**src/rtl/pillar_field.sv**
```systemverilog
// pillar_field: scrolling pillar obstacle generator with LFSR gap placement, scoring and sticky collision.
// Optional difficulty ramp (level, speed, shrinking gap) is built only when PILLAR_DIFFICULTY_RAMP_EN is defined.
module pillar_field #(
  parameter int          COUNT       = 4,
  parameter int          XW          = 11,
  parameter int          YW          = 10,
  parameter int          SW          = 10,
  parameter int          X_INIT      = 640,
  parameter int          SPACING     = 200,
  parameter int          PILLAR_W    = 50,
  parameter int          BIRD_X      = 100,
  parameter int          BIRD_W      = 24,
  parameter int          BIRD_H      = 18,
  parameter int          Y_MIN       = 60,
  parameter int          RAND_BITS   = 7,
  parameter int          GAP_INIT    = 128,
  parameter int          GAP_MIN     = 72,
  parameter int          GAP_STEP    = 8,
  parameter int          SPEED_INIT  = 1,
  parameter int          SPEED_MAX   = 4,
  parameter int          LEVEL_SCORE = 5,
  parameter logic [15:0] SEED        = 16'hACE1
) (
  input  logic                frame_clk,
  input  logic                rstn,
  input  logic [1:0]          state,
  input  logic                pause,
  input  logic [YW-1:0]       bird_y,
  output logic [COUNT*XW-1:0] pillar_x_bus,
  output logic [COUNT*YW-1:0] gap_y_bus,
  output logic [COUNT*YW-1:0] gap_h_bus,
  output logic [SW-1:0]       score,
  output logic                score_pulse,
  output logic [3:0]          level,
  output logic [2:0]          speed,
  output logic                hit
);

  localparam logic [1:0]    ST_INIT    = 2'b00;
  localparam logic [1:0]    ST_RUN     = 2'b01;
  localparam int            PW         = $clog2(COUNT + 1);
  localparam logic [YW-1:0] GAP_Y_INIT = YW'(Y_MIN + 2**(RAND_BITS - 1));
  localparam logic [SW:0]   SCORE_MAX  = {1'b0, {SW{1'b1}}};

  logic [XW-1:0]    r_x     [COUNT];
  logic [YW-1:0]    r_gap_y [COUNT];
  logic [YW-1:0]    r_gap_h [COUNT];
  logic [COUNT-1:0] r_passed;
  logic [SW-1:0]    r_score;
  logic             r_pulse;
  logic             r_hit;
  logic [15:0]      r_lfsr;

  logic             w_run;
  logic [2:0]       w_speed;
  logic [3:0]       w_level;
  logic [YW-1:0]    w_gap_spawn;
  logic [XW:0]      w_speed_x;
  logic [XW:0]      w_x_dec   [COUNT];
  logic [XW-1:0]    w_x_nxt   [COUNT];
  logic [YW-1:0]    w_gy_nxt  [COUNT];
  logic [YW-1:0]    w_gh_nxt  [COUNT];
  logic [COUNT-1:0] w_passed_nxt;
  logic [PW-1:0]    w_passes;
  logic [SW:0]      w_score_sum;
  logic [SW-1:0]    w_score_nxt;
  logic [COUNT-1:0] w_hov;
  logic [COUNT-1:0] w_vov;
  logic             w_collide;
  logic [15:0]      w_lfsr_nxt;

  function automatic logic [XW-1:0] f_x_init(input int idx);
    return XW'(X_INIT + SPACING * idx);
  endfunction

`ifdef PILLAR_DIFFICULTY_RAMP_EN
  localparam int GW = YW + 5;

  logic [3:0]    r_level;
  logic [3:0]    w_level_nxt;
  logic [SW-1:0] w_div;
  logic [4:0]    w_spd_sum;
  logic [GW-1:0] w_gap_dec;

  always_comb begin
    w_div       = w_score_nxt / SW'(LEVEL_SCORE);
    w_level_nxt = (w_div > SW'(15)) ? 4'd15 : w_div[3:0];
    w_spd_sum   = 5'(SPEED_INIT) + {1'b0, r_level};
    w_speed     = (w_spd_sum > 5'(SPEED_MAX)) ? 3'(SPEED_MAX) : w_spd_sum[2:0];
    w_gap_dec   = GW'(r_level) * GW'(GAP_STEP);
    // compare as dec+min >= init so the subtraction below never underflows
    w_gap_spawn = ((w_gap_dec + GW'(GAP_MIN)) >= GW'(GAP_INIT)) ?
                  YW'(GAP_MIN) : YW'(GW'(GAP_INIT) - w_gap_dec);
  end

  assign w_level = r_level;

  always_ff @(posedge frame_clk or negedge rstn) begin
    if (!rstn) begin
      r_level <= '0;
    end else if (state == ST_INIT) begin
      r_level <= '0;
    end else if (w_run) begin
      r_level <= w_level_nxt;
    end
  end
`else
  assign w_level     = 4'd0;
  assign w_speed     = 3'(SPEED_INIT);
  assign w_gap_spawn = YW'(GAP_INIT);
`endif

  assign w_run      = (state == ST_RUN) && !pause;
  assign w_speed_x  = (XW+1)'(w_speed);
  assign w_lfsr_nxt = {1'b0, r_lfsr[15:1]} ^ (r_lfsr[0] ? 16'hB400 : 16'h0000);

  always_comb begin
    w_passes     = '0;
    w_passed_nxt = r_passed;
    for (int i = 0; i < COUNT; i++) begin
      w_x_dec[i]  = {1'b0, r_x[i]} - w_speed_x;
      w_x_nxt[i]  = w_x_dec[i][XW-1:0];
      w_gy_nxt[i] = r_gap_y[i];
      w_gh_nxt[i] = r_gap_h[i];
      if ({1'b0, r_x[i]} <= w_speed_x) begin
        // respawn behind the previous pillar, using its pre-edge position
        w_x_nxt[i]      = XW'({1'b0, r_x[(i + COUNT - 1) % COUNT]} + (XW+1)'(SPACING) - w_speed_x);
        w_gy_nxt[i]     = YW'(Y_MIN) + YW'(r_lfsr[RAND_BITS-1:0]);
        w_gh_nxt[i]     = w_gap_spawn;
        w_passed_nxt[i] = 1'b0;
      end else if ((w_x_dec[i] <= (XW+1)'(BIRD_X)) && !r_passed[i]) begin
        w_passed_nxt[i] = 1'b1;
        w_passes        = w_passes + PW'(1);
      end
    end
  end

  always_comb begin
    w_score_sum = {1'b0, r_score} + (SW+1)'(w_passes);
    w_score_nxt = (w_score_sum > SCORE_MAX) ? {SW{1'b1}} : w_score_sum[SW-1:0];
  end

  always_comb begin
    w_hov     = '0;
    w_vov     = '0;
    w_collide = 1'b0;
    for (int i = 0; i < COUNT; i++) begin
      w_hov[i]  = ({1'b0, r_x[i]} > (XW+1)'(BIRD_X)) &&
                  (({1'b0, r_x[i]} - (XW+1)'(PILLAR_W)) < (XW+1)'(BIRD_X + BIRD_W));
      w_vov[i]  = ({1'b0, bird_y} < {1'b0, r_gap_y[i]}) ||
                  (({1'b0, bird_y} + (YW+1)'(BIRD_H)) > ({1'b0, r_gap_y[i]} + {1'b0, r_gap_h[i]}));
      w_collide = w_collide | (w_hov[i] & w_vov[i]);
    end
  end

  always_ff @(posedge frame_clk or negedge rstn) begin
    if (!rstn) begin
      for (int i = 0; i < COUNT; i++) begin
        r_x[i]     <= f_x_init(i);
        r_gap_y[i] <= GAP_Y_INIT;
        r_gap_h[i] <= YW'(GAP_INIT);
      end
      r_passed <= '0;
      r_score  <= '0;
      r_pulse  <= 1'b0;
      r_hit    <= 1'b0;
      r_lfsr   <= SEED;
    end else begin
      // the LFSR free-runs in every state so INIT never reseeds it
      r_lfsr <= w_lfsr_nxt;
      if (state == ST_INIT) begin
        for (int i = 0; i < COUNT; i++) begin
          r_x[i]     <= f_x_init(i);
          r_gap_y[i] <= GAP_Y_INIT;
          r_gap_h[i] <= YW'(GAP_INIT);
        end
        r_passed <= '0;
        r_score  <= '0;
        r_pulse  <= 1'b0;
        r_hit    <= 1'b0;
      end else if (w_run) begin
        for (int i = 0; i < COUNT; i++) begin
          r_x[i]     <= w_x_nxt[i];
          r_gap_y[i] <= w_gy_nxt[i];
          r_gap_h[i] <= w_gh_nxt[i];
        end
        r_passed <= w_passed_nxt;
        r_score  <= w_score_nxt;
        r_pulse  <= (w_passes != '0);
        r_hit    <= r_hit | w_collide;
      end else begin
        r_pulse <= 1'b0;
      end
    end
  end

  always_comb begin
    pillar_x_bus = '0;
    gap_y_bus    = '0;
    gap_h_bus    = '0;
    for (int i = 0; i < COUNT; i++) begin
      pillar_x_bus[i*XW +: XW] = r_x[i];
      gap_y_bus[i*YW +: YW]    = r_gap_y[i];
      gap_h_bus[i*YW +: YW]    = r_gap_h[i];
    end
  end

  assign score       = r_score;
  assign score_pulse = r_pulse;
  assign level       = w_level;
  assign speed       = w_speed;
  assign hit         = r_hit;

endmodule
```
**config.mk**
```make
export PLATFORM = sky130hd
export DESIGN_NAME = pillar_field
export DESIGN_NICKNAME = d
export VERILOG_FILES = /design/src/rtl/pillar_field.sv
export SDC_FILE = /design/constraint.sdc
export NUM_CORES = 1
export LEC_CHECK = 0
export BUFFER_PORTS_ARGS = -buffer_cell sky130_fd_sc_hd__buf_2
export CORE_ASPECT_RATIO = 1.4
export CORE_MARGIN = 2
export CORE_UTILIZATION = 30
export CTS_BUF_LIST = sky130_fd_sc_hd__clkbuf_8
export DETAILED_ROUTE_END_ITERATION = 16
export GPL_TIMING_DRIVEN = 1
export HOLD_SLACK_MARGIN = 0.05
export PLACE_DENSITY = 0.54
export SYNTH_ARGS = -nofsm -noshare
export SYNTH_HDL_FRONTEND = slang
export SYNTH_SLANG_ARGS = --single-unit
export TNS_END_PERCENT = 10
```
**constraint.sdc**
```tcl
create_clock -name frame_clk -period 6.1 [get_ports frame_clk]
set_clock_uncertainty 0.2 [all_clocks]
set_input_delay 1.22 -clock frame_clk [delete_from_list [all_inputs] [get_ports frame_clk]]
set_output_delay 1.22 -clock frame_clk [all_outputs]
set_load 0.1 [all_outputs]
```
After elaboration in Yosys (flattened, before gate mapping)
Cells that the tools add are included.
W data, S select, Z words.
- register bits: 156
- latch bits: 0
- memory bits (writable): 0
- input port bits: 15
- memory bits (read-only): 0
- memories kept: 0
- add/subtract/negate cells: 26
- divide/modulo/power cells: 0
- eq/ne operators: 1
- multipliers: 0
- bitwise operators: 9
- shift operators: 0
- muxes and demuxes: 44
- reductions and logical operators: 37
- magnitude comparators: 25
- operator list (operator ; count):
    $mux W40 ; 4
    $mux W10 ; 11
    $mux W44 ; 2
    $le A12 B7 Y1 const B ; 4
    $lt A12 B7 Y1 const B ; 4
    $sub A11 B1 Y12 const B ; 4
    $sub A11 B6 Y12 const B ; 4
    $add A10 B10 Y11 ; 4
    $add A11 B8 Y11 const B ; 4
    $gt A11 B11 Y1 ; 4
    $gt A11 B7 Y1 const B ; 4
    $le A11 B1 Y1 const B ; 4
    $mux W11 ; 4
    $sub A11 B1 Y11 const B ; 4
    $lt A10 B10 Y1 ; 4
    $mux W3 ; 6
    $mux W16 ; 1
    $reduce_and A2 Y1 ; 8
    $xor A15 B16 Y16 ; 1
    $reduce_bool A3 Y1 ; 5
    $mux W1 ; 14
    $add A10 B3 Y11 ; 1
    $add A10 B5 Y11 const B ; 1
    $gt A11 B10 Y1 const B ; 1
    11 further kinds ; 39

Logic depth before layout (Yosys ltp)
- word-level depth: 19
- depth in mapped cells: 25
- gate-level depth less buffers: 24

Worst setup path before layout
Ideal clock, no wire load.
- path type: register to register
- start: reg r_x, in the netlist pillar_x_bus[11]
- end: reg r_score[3], in the netlist score[3]
- cell stages (with the launch flop): 26
- required time: 5.801 ns
- arrival: 5.714 ns
- path buffers: 2
- setup slack: 0.087 ns
- setup time: 0.099 ns
- period minus slack after synthesis: 6.013 ns
- cell sequence: dfrtp_1 -> inv_1 -> ha_1 -> nand2b_1 -> clkbuf_1 -> nor2_1 -> nand2_1 -> a21oi_1 -> o32a_1 -> nor4b_1 -> ha_1 -> nand2_1 -> o41ai_4 -> ha_1 -> mux2_2 -> ha_1 -> mux2_2 -> inv_1 -> fa_1 -> nor2b_1 -> o21ai_0 -> or3_1 -> clkbuf_1 -> a21oi_1 -> nor2_1 -> a311oi_1
- longest elaborated chain between the ends: 16
- elaborated cells on any way between the ends: 17
- classes of those cells: add/sub (4); order compare (3); mux (9); reduce/logical (1)
- RTL lines (element ; RTL line ; source):
    start: declaration ; 45 ; logic [XW-1:0] r_x [COUNT];
    start signal: indexed assignment ; 159 ; r_x[i] <= f_x_init(i);
    start signal: indexed assignment ; 173 ; r_x[i] <= f_x_init(i);
    start signal: indexed assignment ; 183 ; r_x[i] <= w_x_nxt[i];
    $sub A11 B1 Y12 ; 121 ; w_x_dec[i] = {1'b0, r_x[i]} - w_speed_x;
    $le A12 B7 Y1 ; 131 ; end else if ((w_x_dec[i] <= (XW+1)'(BIRD_X)) && !r_passed[i]) begin
    $logic_and A1 B1 Y1 ; 131 ;
    $mux W3 ; 131 ;
    $mux W3 (*) ; 125 ; if ({1'b0, r_x[i]} <= w_speed_x) begin
    $add A3 B1 Y3 ; 133 ; w_passes = w_passes + PW'(1);
    $mux W3 ; 131 ;
    $mux W3 (*) ; 125 ;
    $add A3 B1 Y3 ; 133 ;
    $mux W3 ; 131 ;
    $mux W3 (*) ; 125 ;
    $add A10 B3 Y11 (*) ; 139 ; w_score_sum = {1'b0, r_score} + (SW+1)'(w_passes);
    $gt A11 B10 Y1 ; 140 ; w_score_nxt = (w_score_sum > SCORE_MAX) ? {SW{1'b1}} : w_score_sum[SW-1:0];
    $mux W10 (*) ; 140 ;
    $mux W10 (*) ; 181 ; end else if (w_run) begin
    $mux W10 (*) ; 171 ; if (state == ST_INIT) begin
    end signal: assignment ; 188 ; r_score <= w_score_nxt;
    end: declaration ; 49 ; logic [SW-1:0] r_score;
Mark *: on every way between the ends. The rest lies on a longest branch, timed or not. The select of a mux whose other input is x is not followed.
A chain may end at the register's enable or synchronous reset.

Final worst setup path
- start: reg r_x, in the netlist pillar_x_bus[0]
- end: reg r_score[3], in the netlist score[3]
- longest elaborated chain between the ends: 19
- elaborated cells on any way between the ends: 20
- classes of those cells: add/sub (5); order compare (3); mux (11); reduce/logical (1)
- RTL lines (element ; RTL line):
    $sub A11 B1 Y12 ; 121
    $le A12 B7 Y1 ; 131
    $logic_and A1 B1 Y1 ; 131
    $mux W1 ; 131
    $mux W1 (*) ; 125
    $add A3 B1 Y3 ; 133
    $mux W3 ; 131
    $mux W3 (*) ; 125
    [3 not listed] ; --
    $add A3 B1 Y3 ; 133
    $mux W3 ; 131
    $mux W3 (*) ; 125
    $add A10 B3 Y11 (*) ; 139
    $gt A11 B10 Y1 ; 140
    $mux W10 (*) ; 140
    $mux W10 (*) ; 181
    $mux W10 (*) ; 171
Marked as above.

==> impl_metrics.yaml <==
run_status:
  status: "finished clean"
clock_tree:
  clock_latency_ns: 0.42
  clkSinkCount: 108
  htreeDepth: 3
  clock_path_buffers: 2
  cts_root_buf: "clkbuf_8"
  cts_tree: "done"
  postCtsHoldBufs: 0
  cts.clk_slew.worst_paths_ns: 0.12
  numCtsBuffers: 9
place:
  port_buffers: 102
  dp.cells: 1554
  gp_congestion: 0.881
  pre_cts_ws_ns: 0.429
  dpl.hpwl_um: 22200
detailed_routing:
  drc: 0
  ant_nets: 0
  drt-initial-drc-count: 471
  vias: 8288
  drt-total-wl_um: 29100
  drt-vias-per-instance: 5.28
  drt_first_pass_iters: 5
  detail_route.wl_per_cell_um: 18.5
logic_synthesis:
  synth-edff-count: 0
  synthCells: 1115
  ys_ff_latch: 108
  synthesis.area_mm2: 0.00910
  synthArstFlopShare_pct: 100
  avgSynthCellArea_um2: 8.16
  synthFlopType: "dfrtp_1"
  synth_cell_type_count: 72
  ys_warn_count: 0
  seq_area_frac_synth_pct: 30.3
power:
  power.total_mw: 2.44
  power_density_mw_per_mm2: 245
  ir_worst_vdd_mv: 0.125
  p_leak_nw: 4.67
global_route:
  grt_pass1_wl_um: 45100
  grt_pass1_vias: 8004
  antenna_found_initial: 0
  grt_max_degree: 45
  gr-total-overflow: 0
  grt_usage_pct: 18.4
sta:
  fin_crit_sh_pct: 93.4
  fin_setup_tns_ns: 0
  setup_violations: 0
  rsz0062_at_grt: "no"
  post-route-min-period_ns: 5.69
  worst_slew_pin_slew_ns: 1.05
  hold_violations: 0
  max_freq_ghz: 0.176
  slew-limit-headroom_pct: 29.8
  worst_slack_ns: 0.405
  drv_slew: 0
critical_path:
  path_common_cell: "ha_1"
  arrival_ns: 5.79
  cp_num_buf_inv: 2
  critical-path-top-delay-family: "simple AND/OR/NAND/NOR gates"
  worstSetupPathType: "reg2reg"
  crit_path_start: "pillar_x_bus[0]"
  critPathMaxFanout: 10
  worstPathRequired_ns: 6.20
  path_depth: 22
  endpoint: "score[3]"
  end_kind: "flip-flop"
  crit_chain: "inv_1 > ha_1 > or4b_4 > nor4_4 > nand2b_1 > nand3_2 > nor3_1 > ha_1 > nand2_1 > o41ai_4 > ha_1 > mux2_2 > ha_1 > mux2_2 > inv_1 > fa_1 > nor2b_1 > o21ai_0 > or3_1 > a21oi_1 > nor2_1 > a311oi_1"
  max_stage_delay_ns: 0.53
  r2r_slack_ns: 0.41
  r2r_start: "pillar_x_bus[0]"
  timing.rr.end: "score[3]"
  worst_setup_path_start_kind: "flip-flop"
  ff2ff_path_depth: 22
  crit_slowest_cell: "or4b_4"
cells_and_area:
  nFillCells: 3170
  fin_nets: 1288
  diodes: 0
  multiInputGateArea_mm2: 0.00569
  syn_to_final_growth_pct: 9.57
  seq_area_mm2: 0.00275
  layout.cells.non_filler: 1570
  drive_above_1_share_pct: 16.9
floorplanning:
  die_height_um: 210
  dieArea_mm2: 0.0318
  coreArea_mm2: 0.0299
  ios: 158
  start_util_pct: 30.4
  fp-row-count: 75
  die_w_um: 151
worst_hold_path:
  min_path_type: "reg2reg"
flow_run:
  max_cap_violations: 0
==> synth_stat cells, types with 4 or more instances <==
cell type  instances  area, µm²
a211oi_1           6       45.0
a21o_1             7       52.6
a21oi_1           71        355
a22o_1            12        105
a22oi_1            5       37.5
a31oi_1           17        106
buf_1              8       30.0
buf_4             55        413
clkbuf_1          53        199
dfrtp_1           67       1680
dfstp_2           41       1080
ha_1              92       1150
inv_1             58        218
mux2_2             8       90.1
mux2i_1           10        100
nand2_1          103        387
nand2b_1          17        106
nand3_1           42        210
nand4_1           15       93.8
nor2_1           107        402
nor2b_1           18        113
nor3_1            19       95.1
nor4_1            11       68.8
nor4b_1            4       35.0
o211ai_1          21        158
o21a_1             6       45.0
o21ai_0           98        490
o22ai_1           15       93.8
o31ai_1            5       37.5
xnor2_1           23        201
xor2_1            28        245
==> cells by family after synthesis <==
group / Yosys count / share of synthesized area [%]
fa+ha+maj: 93 / 12.9
simple gates: 365 / 19.3
mux: 18 / 2.09
flops: 108 / 30.3
buf+inv: 175 / 9.57
other cells: 2 / 0.0825
compound gates: 303 / 20.9
xor+xnor: 51 / 4.91
==> how the worst min path moves through the flow <==
stage               startpoint          to  depth (start not counted)
floorplan            r_lfsr[9]   r_lfsr[8]                          0
global placement     r_lfsr[9]   r_lfsr[8]                          0
detailed placement   r_lfsr[8]   r_lfsr[7]                          0
CTS                  r_lfsr[7]   r_lfsr[6]                          0
global route        r_lfsr[12]  r_lfsr[11]                          0
finish               r_lfsr[7]   r_lfsr[6]                          0
==> cell type report <==
| cell class | count | share of cell area [%] |
|---|---|---|
| timing repair buffer | 118 | 6.35 |
| clock inverter | 7 | 0.728 |
| sequential | 108 | 27.6 |
| inverter | 58 | 2.18 |
| clock buffer | 9 | 1.24 |
| tap | 385 | 4.83 |
| multi-input combinational | 885 | 57.1 |
==> metrics by stage <==
stage          utilization (%)  instance area [µm²]  hold slack [ns]
3_3_place_gp              32.6                 9770            0.138
3_5_place_dp              32.6                 9770            0.142
2_1_floorplan                -                 9300            0.131
6_report                  33.3                 9970            0.159
5_1_grt                   33.3                 9970            0.168
4_1_cts                   33.3                 9960            0.163
==> power breakdown <==
| part | switching [mW] | internal (mW) | total (mW) |
|---|---|---|---|
| registers | 0.100 | 0.762 | 0.862 |
| logic | 0.847 | 0.271 | 1.12 |
| clock network | 0.299 | 0.162 | 0.460 |
==> per-layer routing <==
metal	track usage, %	wire (µm)	share of wire (%)	vias up
li1	-	-	-	3985
met1	22.4	12200	42	4024
met2	32.9	14900	51	236
met3	2.51	1200	4.1	43
met4	6.06	763	2.6	0
met5	0	0	0	-
==> layout by cell type (no fill, tap or decap), drive strengths merged, types with 4 or more instances in the layout <==
cell type	synthesis	final
a22o	12	12
nor4b	5	5
a31oi	17	17
a22oi	5	5
xor2	28	28
mux2i	10	10
nor4	13	13
inv	58	62
a211oi	6	6
o22ai	15	15
dfrtp	67	67
nand3	43	43
nand2	103	103
o31ai	5	5
a21oi	71	71
dfstp	41	41
nand2b	17	17
nor2b	18	18
clkbuf	53	9
o211ai	21	21
ha	92	92
o21a	6	6
nand4	15	15
mux2	8	8
nor3	19	19
o21ai	98	98
buf	64	118
a21o	7	7
xnor2	23	23
conb	2	55
a21boi	4	4
nor2	107	107
==> registers in the layout, summed over array words and instances, names as in the netlist <==
register      cells
r_lfsr           16
gap_y_bus        32
r_passed          4
score_pulse       1
hit               1
score            10
pillar_x_bus     44
==> timing repair <==
action	4_1_cts	5_1_grt
endpoints found under the setup margin	0	4
endpoints found under the hold margin	0	0
setup buffers	0	0
resized for setup	0	2
Power figures use the tool's default switching activity.
